`config.mk`:
```
export PLATFORM = sky130hd
export DESIGN_NAME = mem_arbiter
export DESIGN_NICKNAME = d
export VERILOG_FILES = /design/src/rtl/mem_arb_pkg.sv /design/src/rtl/rr_arbiter2.sv /design/src/rtl/mem_arbiter.sv
export SDC_FILE = /design/constraint.sdc
export NUM_CORES = 1
export LEC_CHECK = 0
export ABC_CLOCK_PERIOD_IN_PS = 2130
export BUFFER_PORTS_ARGS = -buffer_cell sky130_fd_sc_hd__buf_2
export CAP_MARGIN = 20
export CELL_PAD_IN_SITES_DETAIL_PLACEMENT = 0
export CELL_PAD_IN_SITES_GLOBAL_PLACEMENT = 1
export CORE_ASPECT_RATIO = 0.8
export CORE_MARGIN = 2
export CORE_UTILIZATION = 35
export CTS_CLUSTER_SIZE = 16
export DETAILED_ROUTE_END_ITERATION = 7
export GPL_TIMING_DRIVEN = 1
export PLACE_DENSITY_LB_ADDON = 0.1
export SKIP_LAST_GASP = 1
export SLEW_MARGIN = 20
export SYNTH_ARGS = -nofsm -noshare
export SYNTH_HDL_FRONTEND = slang
export SYNTH_SLANG_ARGS = --single-unit
```
`constraint.sdc`:
```
create_clock -name clk -period 2.13 [get_ports clk]
set_input_delay 0.3195 -clock clk [delete_from_list [all_inputs] [get_ports clk]]
set_output_delay 0.3195 -clock clk [all_outputs]
set_load 0.02 [all_outputs]
```
`src/rtl/mem_arb_pkg.sv`:
```
// Shared types and constants for the two-port data-memory arbiter.
package mem_arb_pkg;
    localparam int DATA_W   = 8;
    localparam int ADDR_W   = 2;
    localparam int PORT_CPU = 0;
    localparam int PORT_DBG = 1;

    typedef enum logic [1:0] {
        IDLE   = 2'd0,
        ACCESS = 2'd1,
        RESP   = 2'd2
    } state_t;
endpackage

```
`src/rtl/rr_arbiter2.sv`:
```
// Two-way arbiter with last_grant history; MEM_ARB_FIXED_PRIO_EN selects
// fixed priority (port 0 always wins a conflict) instead of round-robin.
module rr_arbiter2 (
    input  logic       clk,
    input  logic       rst,
    input  logic [1:0] req,
    input  logic       advance,
    output logic [1:0] gnt
);
    import mem_arb_pkg::*;

    logic last_grant;

    // Reset to the debug port so the CPU wins the first conflict.
    always_ff @(posedge clk or posedge rst) begin
        if (rst)
            last_grant <= 1'b1;
        else if (advance)
            last_grant <= gnt[PORT_DBG];
    end

    always_comb begin
        gnt = req;
        if (&req) begin
`ifdef MEM_ARB_FIXED_PRIO_EN
            gnt = 2'b01;
`else
            gnt = last_grant ? 2'b01 : 2'b10;
`endif
        end
    end
endmodule

```
`src/rtl/mem_arbiter.sv`:
```
// Shares a single-port combinational-read memory between the CPU (port 0)
// and the debug/loader port (port 1). Optional macro: MEM_ARB_FIXED_PRIO_EN.
module mem_arbiter #(
    parameter int DATA_W = mem_arb_pkg::DATA_W,
    parameter int ADDR_W = mem_arb_pkg::ADDR_W
) (
    input  logic                clk,
    input  logic                rst,
    input  logic [1:0]          req_valid,
    output logic [1:0]          req_ready,
    input  logic [1:0]          req_we,
    input  logic [2*ADDR_W-1:0] req_addr,
    input  logic [2*DATA_W-1:0] req_wdata,
    output logic [1:0]          rsp_valid,
    output logic [DATA_W-1:0]   rsp_rdata,
    output logic                mem_we,
    output logic [ADDR_W-1:0]   mem_addr,
    output logic [DATA_W-1:0]   mem_din,
    input  logic [DATA_W-1:0]   mem_dout
);
    import mem_arb_pkg::*;

    state_t              state, state_nxt;
    logic [1:0]          gnt;
    logic                hs;
    logic                op_we;
    logic                op_port;
    logic [ADDR_W-1:0]   op_addr;
    logic [DATA_W-1:0]   op_wdata;

    rr_arbiter2 u_arb (
        .clk     (clk),
        .rst     (rst),
        .req     (req_valid),
        .advance (hs),
        .gnt     (gnt)
    );

    assign hs = |(req_valid & req_ready);

    always_ff @(posedge clk or posedge rst) begin
        if (rst) state <= IDLE;
        else     state <= state_nxt;
    end

    always_comb begin
        state_nxt = state;
        case (state)
            IDLE:    if (hs) state_nxt = ACCESS;
            ACCESS:  state_nxt = RESP;
            RESP:    state_nxt = IDLE;
            default: state_nxt = IDLE;
        endcase
    end

    // mem_we is decoded from state so an async reset drops it at once.
    always_comb begin
        req_ready = 2'b00;
        rsp_valid = 2'b00;
        mem_we    = 1'b0;
        case (state)
            IDLE:    req_ready = gnt;
            ACCESS:  mem_we = op_we;
            RESP:    rsp_valid[op_port] = 1'b1;
            default: ;
        endcase
    end

    always_ff @(posedge clk or posedge rst) begin
        if (rst) begin
            op_we     <= 1'b0;
            op_port   <= 1'b0;
            op_addr   <= '0;
            op_wdata  <= '0;
            rsp_rdata <= '0;
        end else begin
            if (state == IDLE && hs) begin
                op_we    <= |(req_we & gnt);
                op_port  <= gnt[PORT_DBG];
                op_addr  <= gnt[PORT_DBG] ? req_addr[PORT_DBG*ADDR_W +: ADDR_W]
                                          : req_addr[PORT_CPU*ADDR_W +: ADDR_W];
                op_wdata <= gnt[PORT_DBG] ? req_wdata[PORT_DBG*DATA_W +: DATA_W]
                                          : req_wdata[PORT_CPU*DATA_W +: DATA_W];
            end
            if (state == ACCESS)
                rsp_rdata <= op_we ? '0 : mem_dout;
        end
    end

    // Address/data are the latched op, so they hold between accesses.
    assign mem_addr = op_addr;
    assign mem_din  = op_wdata;
endmodule

```
==> flow_metrics.tcl <==
set metrics [dict create \
    worstPathRequired_ns 1.81 \
    synth_fa_ha_area_frac 0 \
    antenna_found_initial 0 \
    insertion_delay_ns 0.26 \
    fin_cells 191 \
    syn_nets 125 \
    core_area_sq_um 3040 \
    yosys.area.top_type "dfrtp_1" \
    die_width_um 66.42 \
    numCtsBuffers 3 \
    vias 850 \
    ctsHoldBuffers 0 \
    max_stage_delay_ns 0.57 \
    drive_gt1_frac 0.5894 \
    fin_skew_ns 0.005260 \
    syn_avg_cell_area_sq_um 11.99 \
    p_clk_frac 0.129 \
    r2r_slack_ns 0.63 \
    wirelength_mm 2.174 \
    setup_viol 0 \
    power_frac_comb 0.496 \
    clockBufferDepth 2 \
    tns_ns 0 \
    cp_data_arrival_time_ns 1.45 \
    path_cells "a21boi_2 > buf_4 > and2_2 > buf_2" \
    worstPathMaxFanout 12 \
    final_common_cell "buf_2" \
    dieArea_sq_um 3583 \
    grt_pass1_vias 776 \
    nNetsFinal 186 \
    r2r_end "mem_addr[1]$_DFFE_PP0P_" \
    overflow 0 \
    synth_compound_area_frac 0.07683 \
    cp-end-kind "output pin" \
    synth_cell_type_count 25 \
    post-route-period-util 0.8291 \
    cp_top_family "flip-flops" \
    ant_nets 0 \
    synth_area_leaders "dfrtp_1, mux2_2, mux2_4" \
    clk_pin_slew_ns 0.08 \
    yosys.area_share.simple 0.1089 \
    layout_common_cells "buf_2, dfrtp_1, nand2_1" \
    status "completed" \
    grt_pass1_wl_mm 3.360 \
    ir_drop_mv 0.4920 \
    place_congestion 0.6502 \
    dp_hpwl_mm 1.663 \
    slew_headroom 0.5938 \
    p_sw_w 0.0008317 \
    crit_path_end "req_ready[1]" \
    hold_viol_final 0 \
    synth_seq_area_share 0.5287 \
    initial_core_util 0.3588 \
    reg2reg_from "u_arb.last_grant$_DFFE_PP1P_" \
    cts_resized 0 \
    syn_inst 91 \
    cts_root_buffer "clkbuf_8" \
    drt_first_pass_iters 4 \
    syn2layout_area_growth_pct 34.75 \
    synth_xor_area_frac 0 \
    fmax_ghz 0.5662 \
    die_h_um 53.94 \
    htree_num_levels 1 \
    syn-cell-area_sq_um 1091 \
    cap_violations 0 \
    drtIter0Drc 46 \
    whs_ns 0.1159 \
    fillers 319 \
    synth_mux_area_frac 0.2431 \
    switching_share 0.4048 \
    grt_use_total 0.1305 \
    cts.sinks 23 \
    grt_max_degree 19 \
    drc 0 \
    netlist.area_leader.share 0.5046 \
    worst_slew_pin_slew_ns 0.6086 \
    cts_setup_buffers 0 \
    p_seq_frac 0.375 \
    cp.depth 4 \
    crit_buf_inv 2 \
    r2r_cells 4 \
    wl_per_cell_um 11.38 \
    synth_top_family_by_area "multiplexers" \
    ys_seq_elements 23 \
    rows 18 \
    cp_slowest_cell "dfstp_2" \
    synth_warnings 0 \
    start_kind "register" \
    p_leak_nw 0.7814 \
    cts_tree "yes" \
    io_pins 57 \
    cell_internal_pwr_w 0.001223 \
    post-route-min-period_ns 1.766 \
    critPathLaunch "u_arb.last_grant$_DFFE_PP1P_" \
    p_per_area_nw_per_um2 1398 \
    via_per_inst 4.450 \
    rsz0062_at_grt "no" \
    hp-class "in2async" \
    slew_viol_final 0 \
    critPathKind "reg2out" \
    io_buffers 56 \
    dp.cells 187 \
    diodes 0 \
]
[worst min path at each step]
stage / cells after the start / endpoint / from
after CTS: 2 / mem_din[5]$_DFFE_PP0P_ / rst
final: 2 / mem_din[5]$_DFFE_PP0P_ / rst
after floorplan: 1 / mem_addr[0]$_DFFE_PP0P_ / rst
after global placement: 2 / mem_din[2]$_DFFE_PP0P_ / rst
after global routing: 2 / mem_din[0]$_DFFE_PP0P_ / rst
after detailed placement: 2 / mem_din[1]$_DFFE_PP0P_ / rst
[power by group through the flow]
stage / logic, W / registers (W) / clock network, W
2_1_floorplan: 0.000520 / 0.000972 / 0
3_3_place_gp: 0.00102 / 0.000772 / 0
3_5_place_dp: 0.00103 / 0.000780 / 0
4_1_cts: 0.00104 / 0.000773 / 0.000281
5_1_grt: 0.00111 / 0.000800 / 0.000303
6_report: 0.00102 / 0.000771 / 0.000265
[per-stage QoR]
stage	worst slack (ns)	utilization	total power (W)	cell area [sq um]
floorplan	0.6597	-	0.001492	1091
global placement	0.6096	0.4683	0.001790	1424
detailed placement	0.5802	0.4683	0.001814	1424
CTS	0.3466	0.4835	0.002092	1470
global route	0.2734	0.4835	0.002217	1470
finish	0.3640	0.4835	0.002055	1470
[final cells by class]
type / count / area, sq um / share of cell area
clock buffer: 3 / 41.29 / 0.02809
clock inverter: 1 / 5.005 / 0.003404
sequential: 23 / 576.8 / 0.3923
tap: 40 / 50.05 / 0.03404
multi-input combinational: 59 / 467.9 / 0.3183
timing repair buffer: 60 / 310.3 / 0.2111
inverter: 5 / 18.77 / 0.01277
[sequential cells by signal, indices dropped and copies added (netlist names)]
signal,flops
u_arb.last_grant,1
op_port,1
mem_din,8
mem_addr,2
state,2
op_we,1
rsp_rdata,8
[cell usage after synthesis]
| cell | n |
|---|---|
| dfrtp_1 | 22 |
| nand2_1 | 16 |
| and3_2 | 1 |
| a32oi_1 | 1 |
| or2b_1 | 1 |
| mux2_4 | 8 |
| o21ai_0 | 9 |
| clkinv_1 | 1 |
| nand2b_1 | 1 |
| buf_2 | 1 |
| clkbuf_1 | 1 |
| dfstp_2 | 1 |
| inv_1 | 4 |
| a21boi_2 | 1 |
| mux2_2 | 12 |
| and2_2 | 1 |
| nor2_1 | 1 |
| nor2_4 | 1 |
| a21oi_1 | 1 |
| mux2i_1 | 1 |
| nor3b_1 | 2 |
| o21bai_1 | 1 |
| buf_4 | 1 |
| buf_6 | 1 |
| a31oi_1 | 1 |
[layer usage]
layer	track usage	wire [um]
met5	0	0
met2	0.2250	1037
met3	0.04812	155
met1	0.1576	971
met4	0.03061	10
[worst reg2reg max path: stages (launching register included)]
cell,delay [ns]
dfstp_2,0.57
a21boi_2,0.05
buf_4,0.19
mux2_4,0.32
mux2_2,0.26
[kinds of logic (layout without fill, tap and decap cells)]
kind of cell,after synthesis,after routing
DFF,23,23
and+or+nand+nor,24,24
muxes,21,21
AOI/OAI and AO/OA,14,14
buffers and inverters,9,69
Note: power is estimated with default switching activity, not from simulation.
